==> src/rtl/irq_pkg.sv <==
// +----------------------------------------------------------------------------+
// | Module : irq_pkg                                                           |
// | Brief  : Shared types, CTRL field positions and default register addresses |
// | Rev    : 1.0                                                               |
// +----------------------------------------------------------------------------+
`default_nettype none

package irq_pkg;

    typedef enum logic [1:0] {
        IDLE    = 2'd0,
        REQ     = 2'd1,
        SERVICE = 2'd2
    } irq_state_e;

    localparam int GIE_BIT   = 0;
    localparam int STATE_LSB = 1;
    localparam int ID_LSB    = 8;

    localparam logic [31:0] PEND_BASE_DEF = 32'hF000_0100;
    localparam logic [31:0] MASK_BASE_DEF = 32'hF000_0104;
    localparam logic [31:0] CTRL_BASE_DEF = 32'hF000_0108;

endpackage

`default_nettype wire

==> src/rtl/irq_controller_prio_enc.sv <==
// +----------------------------------------------------------------------------+
// | Module : prio_enc                                                          |
// | Brief  : Combinational fixed-priority encoder, lowest set index wins       |
// | Rev    : 1.0                                                               |
// +----------------------------------------------------------------------------+
`default_nettype none

module prio_enc #(
    parameter int NUM_SRC = 4,
    parameter int ID_W    = 4
) (
    input  logic [NUM_SRC-1:0] req_i,
    output logic [ID_W-1:0]    idx_o,
    output logic               valid_o
);

    // Scanning downward lets the lowest set index overwrite any higher one.
    always_comb begin
        idx_o   = '0;
        valid_o = 1'b0;
        for (int i = NUM_SRC - 1; i >= 0; i--) begin
            if (req_i[i]) begin
                idx_o   = ID_W'(i);
                valid_o = 1'b1;
            end
        end
    end

endmodule

`default_nettype wire

==> src/rtl/irq_controller.sv <==
// +----------------------------------------------------------------------------+
// | Module : irq_controller                                                    |
// | Brief  : Edge-latched, maskable, fixed-priority interrupt controller       |
// | Rev    : 1.0                                                               |
// +----------------------------------------------------------------------------+
`default_nettype none

module irq_controller
    import irq_pkg::*;
#(
    parameter int              BITS      = 32,
    parameter int              NUM_SRC   = 4,
    parameter int              ID_W      = 4,
    parameter logic [BITS-1:0] PEND_BASE = BITS'(PEND_BASE_DEF),
    parameter logic [BITS-1:0] MASK_BASE = BITS'(MASK_BASE_DEF),
    parameter logic [BITS-1:0] CTRL_BASE = BITS'(CTRL_BASE_DEF)
) (
    input  logic               clk,
    input  logic               reset,
    input  logic               we,
    input  logic [BITS-1:0]    memAddr,
    input  logic [BITS-1:0]    dataBusIn,
    output logic [BITS-1:0]    dataBusOut,
    input  logic [NUM_SRC-1:0] irqIn,
    input  logic               intAck,
    input  logic               intDone,
    output logic               irq,
    output logic [ID_W-1:0]    irqId
);

    logic [NUM_SRC-1:0] irqPrev_q;
    logic [NUM_SRC-1:0] pend_q,  pend_d;
    logic [NUM_SRC-1:0] mask_q,  mask_d;
    logic               gie_q,   gie_d;
    irq_state_e         state_q, state_d;
    logic [ID_W-1:0]    curId_q, curId_d;

    logic               w_hit_pend, w_hit_mask, w_hit_ctrl;
    logic [NUM_SRC-1:0] w_rise, w_w1c, w_ack_clr, w_eligible;
    logic [ID_W-1:0]    w_winner;
    logic               w_any;
    logic               w_ack_take;
    logic [BITS-1:0]    w_ctrl;
    logic               w_unused_bus;

    assign w_hit_pend = (memAddr == PEND_BASE);
    assign w_hit_mask = (memAddr == MASK_BASE);
    assign w_hit_ctrl = (memAddr == CTRL_BASE);

    assign w_unused_bus = ^dataBusIn[BITS-1:NUM_SRC];

    assign w_rise     = irqIn & ~irqPrev_q;
    assign w_w1c      = (we && w_hit_pend) ? dataBusIn[NUM_SRC-1:0] : '0;
    assign w_ack_take = (state_q == REQ) && intAck;
    assign w_ack_clr  = w_ack_take ? (NUM_SRC'(1) << curId_q) : '0;

    // Rising edges are OR-ed in last so a same-cycle set beats any clear.
    assign pend_d = (pend_q & ~(w_w1c | w_ack_clr)) | w_rise;
    assign mask_d = (we && w_hit_mask) ? dataBusIn[NUM_SRC-1:0] : mask_q;
    assign gie_d  = (we && w_hit_ctrl) ? dataBusIn[GIE_BIT] : gie_q;

    assign w_eligible = gie_q ? (pend_q & mask_q) : '0;

    prio_enc #(
        .NUM_SRC (NUM_SRC),
        .ID_W    (ID_W)
    ) u_prio_enc (
        .req_i   (w_eligible),
        .idx_o   (w_winner),
        .valid_o (w_any)
    );

    always_comb begin
        state_d = state_q;
        curId_d = curId_q;
        case (state_q)
            IDLE: begin
                if (w_any) begin
                    state_d = REQ;
                    curId_d = w_winner;
                end
            end
            REQ: begin
                if (intAck) begin
                    state_d = SERVICE;
                end else if (!w_eligible[curId_q]) begin
                    state_d = IDLE;
                end
            end
            SERVICE: begin
                if (intDone) begin
                    state_d = IDLE;
                end
            end
            default: state_d = IDLE;
        endcase
    end

    always_ff @(posedge clk or negedge reset) begin
        if (!reset) begin
            irqPrev_q <= '0;
            pend_q    <= '0;
            mask_q    <= '0;
            gie_q     <= 1'b0;
            state_q   <= IDLE;
            curId_q   <= '0;
        end else begin
            irqPrev_q <= irqIn;
            pend_q    <= pend_d;
            mask_q    <= mask_d;
            gie_q     <= gie_d;
            state_q   <= state_d;
            curId_q   <= curId_d;
        end
    end

    assign irq   = (state_q == REQ);
    assign irqId = ((state_q == REQ) || (state_q == SERVICE)) ? curId_q : '0;

    always_comb begin
        w_ctrl                      = '0;
        w_ctrl[GIE_BIT]             = gie_q;
        w_ctrl[STATE_LSB +: 2]      = state_q;
        w_ctrl[ID_LSB +: ID_W]      = curId_q;
    end

    always_comb begin
        dataBusOut = '0;
        if (!we) begin
            if (w_hit_pend)      dataBusOut = BITS'(pend_q);
            else if (w_hit_mask) dataBusOut = BITS'(mask_q);
            else if (w_hit_ctrl) dataBusOut = w_ctrl;
        end
    end

endmodule

`default_nettype wire
==> config.mk <==
export PLATFORM = sky130hd
export DESIGN_NAME = irq_controller
export DESIGN_NICKNAME = d
export VERILOG_FILES = /design/src/rtl/irq_pkg.sv /design/src/rtl/irq_controller_prio_enc.sv /design/src/rtl/irq_controller.sv
export SDC_FILE = /design/constraint.sdc
export NUM_CORES = 1
export LEC_CHECK = 0
export ABC_CLOCK_PERIOD_IN_PS = 3100
export BUFFER_PORTS_ARGS = -buffer_cell sky130_fd_sc_hd__buf_2
export CAP_MARGIN = 10
export CORE_UTILIZATION = 44
export CTS_BUF_LIST = sky130_fd_sc_hd__clkbuf_8
export DETAILED_ROUTE_END_ITERATION = 7
export PLACE_DENSITY = 0.87
export SLEW_MARGIN = 30
export SYNTH_ARGS = -nofsm -noshare
export SYNTH_HDL_FRONTEND = slang
export SYNTH_HIERARCHICAL = 1
export SYNTH_SLANG_ARGS = --single-unit
==> constraint.sdc <==
create_clock -name clk -period 3.1 [get_ports clk]
set_input_delay 0.155 -clock clk [delete_from_list [all_inputs] [get_ports clk]]
set_output_delay 0.155 -clock clk [all_outputs]
set_load 0.01 [all_outputs]
==> results of run 1 <==
[Yosys cell counts, types with 4 or more instances]
| cell | count |
|---|---|
| nor2_1 | 6 |
| o22ai_1 | 6 |
| mux2i_1 | 4 |
| mux2_2 | 6 |
| and3_1 | 10 |
| dfrtp_1 | 19 |
| nor3_1 | 5 |
| nand2_1 | 12 |
| o21ai_0 | 7 |
| mux2_1 | 5 |
| buf_4 | 26 |
| and2_1 | 7 |
| inv_1 | 12 |
| nor4_2 | 5 |
[worst max-delay path by stage]
stage                     cells after the start   endpoint       start
final                                         6  pend_q[0]  state_q[1]
after global routing                          6  pend_q[2]  state_q[1]
after CTS                                     6  pend_q[3]  state_q[1]
after detailed placement                      6  pend_q[3]  state_q[1]
after global placement                        6  pend_q[3]  state_q[1]
after floorplan                               6  pend_q[1]  state_q[1]
[registers in the layout (all words and copies together) (netlist names)]
register	cells
pend_q	4
curId_q	4
state_q	2
irqPrev_q	4
mask_q	4
gie_q	1
[metal layers]
| layer | vias to the layer above | share of wire (%) | GRT usage (%) | wire (um) |
|---|---|---|---|---|
| met4 | 0 | 2.6 | 10.5 | 78 |
| li1 | 605 | - | - | - |
| met1 | 574 | 39 | 20.7 | 1170 |
| met3 | 8 | 6.8 | 1.76 | 205 |
| met2 | 52 | 52 | 34.1 | 1560 |
| met5 | - | 0 | 0 | 0 |
[critical path: cells and delay by family (launching register included)]
kind	cells	cell delay, ps
adder cells (fa/ha/maj)	1	230
AND/OR/NAND/NOR	2	580
AO/OA/AOI/OAI	2	300
buffers and inverters	1	130
flip-flops	1	420
[logic make-up after synthesis]
logic type	after synthesis	share of synthesized area, %
buffers and inverters	39	17.1
AND/OR/NAND/NOR	60	27.4
multiplexers	15	11.5
adder cells (fa/ha/maj)	3	2.64
other	2	0.527
AO/OA/AOI/OAI	16	7.38
flip-flops	19	33.4
[report_power, final]
| group | total, mW | internal (mW) | switching (mW) |
|---|---|---|---|
| clock network | 0.165 | 0.0878 | 0.0771 |
| logic | 0.0684 | 0.0287 | 0.0397 |
| registers | 0.254 | 0.252 | 0.00221 |
| total | 0.487 | 0.368 | 0.119 |
[layout make-up]
class                   count  area share (%)
clock inverters             1           0.219
inverters                  12            2.63
repair buffers             58            17.3
well taps                  44            3.22
multi-input cells         120            46.5
clock buffers               3            2.41
flip-flops and latches     19            27.8
[placed cells by master, fill, tap and decap left out, drive strengths merged, types with 2 or more instances in the layout]
cell    instances
and2            7
and3           10
and4b           2
buf            57
nand2b          2
nor4            6
dfrtp          19
nand4           3
nand2          12
conb           26
o21ai           7
ha              3
o22ai           6
mux2           11
inv            13
mux2i           4
nor2            6
clkbuf          3
nor3            6
[through the flow]
step	hold WS, ps	area [um^2]	util [%]	power, mW	std cells
6_report	21.8	1710	56.0	0.487	257
5_1_grt	12.9	1710	56.0	0.511	257
2_1_floorplan	-141	1510	-	0.310	178
4_1_cts	16.5	1710	56.0	0.493	257
3_3_place_gp	109	1660	54.2	0.324	252
3_5_place_dp	112	1660	54.2	0.325	252
[timing repair]
action	in CTS	in global routing
hold endpoints to repair	19	0
hold buffers	1	0
endpoints found under the setup margin	0	0
==> impl_metrics.tcl, run 1 <==
set metrics [dict create \
    cts_tree "yes" \
    seq_area_frac_synth_pct 33.4 \
    start_util_pct 46.6 \
    post-place-ws_ps 1360 \
    critPathMaxFanout 4 \
    syn_inst 154 \
    portBuffers 57 \
    leakagePower_nw 0.907 \
    drive_above_1_share_pct 36.2 \
    wl_per_cell_um 11.7 \
    die_x_um 58.9 \
    crit_required_ps 3230 \
    critPathLaunchType "flip-flop" \
    area_growth_pct 20.1 \
    synth_top_cell_by_area "dfrtp_1" \
    synth_area_per_cell_um2 9.25 \
    crit_type "reg2reg" \
    insertion_delay_ps 250 \
    viasPerCell 4.82 \
    drc 0 \
    synth_top_area_share_pct 33.4 \
    drtIter0Drc 24 \
    hold_depth 1 \
    final_net_count 290 \
    timing.rr.end "pend_q[0]" \
    synth-seq-cells 19 \
    rows 20 \
    fin_ws_ps 1330 \
    postRouteAntennaNets 0 \
    finalSetupTns_ps 0 \
    clock_skew_ps 2.40 \
    seq_area_um2 475 \
    period_share_pct 57.2 \
    numCtsBuffers 3 \
    die_area_um2 3470 \
    synth-edff-count 0 \
    fmax_ghz 0.563 \
    worstHoldEndpoint "irqPrev_q[1]" \
    worst_pin_slew_ps 481 \
    cp_slowest_cell "nor4bb_1" \
    rsz0062_at_grt "false" \
    grtUsageTotal_pct 18.5 \
    relSlewSlack_pct 67.1 \
    slew_viol_final 0 \
    grt_pass1_wl_um 4870 \
    chipHeight_um 58.9 \
    multiInputGateArea_um2 795 \
    io_pins 110 \
    dr.pass1.iters 4 \
    period_needed_ps 1770 \
    setup_viol 0 \
    critPathArrivalTime_ps 1900 \
    cts_max_path_buffers 2 \
    status "finished clean" \
    wl_um 3020 \
    tritoncts_num_sinks 19 \
    clk_pin_slew_worst_paths_ps 70 \
    antenna_found_initial 0 \
    diodes 0 \
    reg2reg_from "state_q[1]" \
    yosysWarnings 6 \
    core-area_um2 3050 \
    overflow 0 \
    post-cts-setup-buffers 0 \
    synthTopCellsByArea "dfrtp_1 (33%), buf_4 (14%), mux2_2 (4.7%)" \
    cts-root-buf "clkbuf_8" \
    place_hpwl_um 2500 \
    fillers 299 \
    finalWeightedCongestion 0.876 \
    hold_viol 0 \
    synth_ff_type "dfrtp_1" \
    async_flop_share_pct 100 \
    cp_cell_sequence "inv_1 -> ha_1 -> nor4bb_1 -> nand2b_1 -> o21ai_0 -> o22ai_1" \
    crit_path_end_kind "flip-flop" \
    cap_violations 0 \
    min_path_type "in2reg" \
    rr_worst_depth 6 \
    vias 1239 \
    post_synth_num_cell_types 33 \
    grt_max_degree 20 \
    hp-start "irqIn[1]" \
    r2r_slack_ps 1330 \
    synth_area_um2 1420 \
    ir_drop_mv 0.199 \
    cts_resized 0 \
    grt_pass1_vias 1204 \
    cp_slowest_stage_delay_ps 460 \
    p_per_area_nw_per_um2 285 \
    h-tree-depth 1 \
]
(Power assumes the default switching activity.)
==> inputs of run 2 (changes only) <==
ABC_AREA = 1   (was default)
ABC_CLOCK_PERIOD_IN_PS = 1500   (was 3100)
CORE_UTILIZATION = 39   (was 44)
PLACE_DENSITY = 0.77   (was 0.87)
clock period = 1.5 ns   (was 3.1 ns; I/O delays follow)
==> run 2 against run 1 <==
First-iteration DRC count is 88% higher; clock skew grew 0.84 ps; final cell count rose by 49%; setup slack worse by 1300 ps; final area rose by 24%; largest power group unchanged.
==> impl_metrics.tcl, run 2 <==
set metrics [dict create \
    slew_viol_final 0 \
    cts_max_path_buffers 2 \
    hold_viol 0 \
    yosysMostFrequentCell "nand2_1" \
    rsz0062_at_grt "true" \
    crit_family "flip-flops" \
    die_x_um 67.2 \
    wl_per_cell_um 10.0 \
    cap_violations 0 \
    ir_drop_mv 0.460 \
    fillers 418 \
    setup_viol 0 \
    p_per_area_nw_per_um2 507 \
    h-tree-depth 1 \
    grtUsageTotal_pct 18.2 \
    area_growth_pct 28.0 \
    period_needed_ps 1440 \
    clk_pin_slew_worst_paths_ps 80 \
    post_synth_num_cell_types 24 \
    seq_area_um2 475 \
    placed_area_um2 1950 \
    power_mw 1.07 \
    drtIter0Drc 45 \
    final_net_count 411 \
    cts_tree "yes" \
    numCtsBuffers 3 \
    cts-root-buf "clkbuf_8" \
    leakagePower_nw 1.20 \
    status "finished clean" \
    final_common_cell "nand2_1" \
    synth-seq-cells 19 \
    synth-edff-count 0 \
    worst-path-buf-inv 3 \
    drc 0 \
    synth_ff_type "dfrtp_1" \
    cp_common_cell "inv_1" \
    tritoncts_num_sinks 19 \
    finalWeightedCongestion 0.816 \
    min_path_type "in2reg" \
    dr.pass1.iters 4 \
    drive_above_1_share_pct 28.4 \
    crit_type "reg2out" \
    vias 1719 \
    clock_skew_ps 3.25 \
    cp_slowest_stage_delay_ps 410 \
    yosysWarnings 6 \
    die_area_um2 4510 \
    synth_top_area_share_pct 28.7 \
    syn_inst 262 \
    portBuffers 57 \
    postRouteAntennaNets 0 \
    seq_area_frac_synth_pct 28.7 \
    final_cell_mix "nand2_1 (63), buf_2 (57), inv_1 (46)" \
    rows 23 \
    insertion_delay_ps 270 \
    crit_path_end_kind "output port" \
    period_share_pct 96.0 \
    grt_pass1_wl_um 6240 \
    synth_area_um2 1660 \
    finalSetupTns_ps 0 \
    place_hpwl_um 3010 \
    overflow 0 \
    synthTopCellsByArea "dfrtp_1 (29%), nand2_1 (15%), buf_4 (12%)" \
    wl_um 3840 \
    io_pins 110 \
    start_util_pct 41.1 \
    viasPerCell 4.48 \
    diodes 0 \
    cp_slowest_cell "dfrtp_1" \
    fmax_ghz 0.695 \
    crit_required_ps 1420 \
    finalNonFillerCells 384 \
    dp_cells 372 \
    grt_pass1_vias 1565 \
    synth_top_cell_by_area "dfrtp_1" \
    critPathArrivalTime_ps 1360 \
    grt_max_degree 20 \
    cp_cell_sequence "inv_1 -> ha_1 -> nand2_1 -> inv_1 -> buf_2" \
    async_flop_share_pct 100 \
    hold_ws_ps 47.4 \
    multiInputGateArea_um2 935 \
    synth_area_per_cell_um2 6.32 \
    critPathMaxFanout 4 \
    chipHeight_um 67.2 \
    critPathLaunchType "flip-flop" \
    antenna_found_initial 0 \
    ys_top_cells_by_count "nand2_1 (64), inv_1 (47), nor2_1 (39)" \
    final_area_um2 2120 \
    core-area_um2 4030 \
]
==> run 2: cell count changes in the layout (fill, tap and decap cells not counted), moves of 6 or more <==
cell,before,now
and2_1,7,0
nor2_2,0,7
o22ai_1,6,0
inv_1,13,46
nor2_1,6,37
nand2_1,12,63
buf_4,0,9
nand3_1,1,19
and3_1,10,0
==> run 2: final cells by class <==
class	count	area share [%]
clock buffer	3	1.95
tap	50	2.95
multi-input combinational	192	44.1
clock inverter	1	0.354
inverter	47	8.32
timing repair buffer	72	19.9
sequential	19	22.4
==> run 2: final timing paths <==
path	from	end	slack [ps]	cells past startpoint
min in group asynchronous	reset	curId_q[2]	280	2
hold reg to reg	irqPrev_q[1]	pend_q[1]	480	3
setup reg to reg	gie_q	state_q[1]	110	8
hold / removal	dataBusIn[1]	mask_q[1]	50	3
setup / recovery	state_q[0]	irqId[1]	60	5
max in group asynchronous	reset	pend_q[0]	920	2
==> run 2: cell families (layout without fill, tap and decap cells) <==
| family | after synthesis | in the layout | share of synthesized area (%) |
|---|---|---|---|
| DFF | 19 | 19 | 28.7 |
| adders and majority gates | 3 | 3 | 2.27 |
| and+or+nand+nor | 151 | 151 | 40.3 |
| other | 2 | 26 | 0.453 |
| buffers and inverters | 75 | 123 | 23.6 |
| AOI/OAI and AO/OA | 11 | 11 | 4.00 |
| muxes | 1 | 1 | 0.680 |
==> run 2: where the power goes <==
group	internal [mW]	switching [mW]
clock network	0.188	0.190
logic	0.0699	0.100
registers	0.521	0.00611
==> run 2: worst min-delay path: stages <==
cell and delay [ps]:
buf_2 90, nand3_1 70, nand2_1 60
==> run 2: per-layer routing <==
metal	track usage (%)	part of all wire, %	vias to the layer above
li1	-	-	894
met5	0	0	-
met4	7.18	1.5	0
met2	34.8	47	87
met1	20.7	43	733
met3	1.01	8.3	5
==> run 2: timing repair <==
| item | in CTS | in global routing |
|---|---|---|
| hold endpoints to repair | 23 | 0 |
| setup endpoints to repair | 0 | 9 |
| resized for setup | 0 | 13 |
| hold buffers | 5 | 0 |
| setup buffers | 0 | 3 |
==> run 2: metrics by stage <==
stage               util (%)  setup slack (ps)
floorplan                  -              18.3
global placement        48.3               111
detailed placement      48.3              92.9
CTS                     50.7              63.6
global route            52.6             -35.2
finish                  52.6              60.4
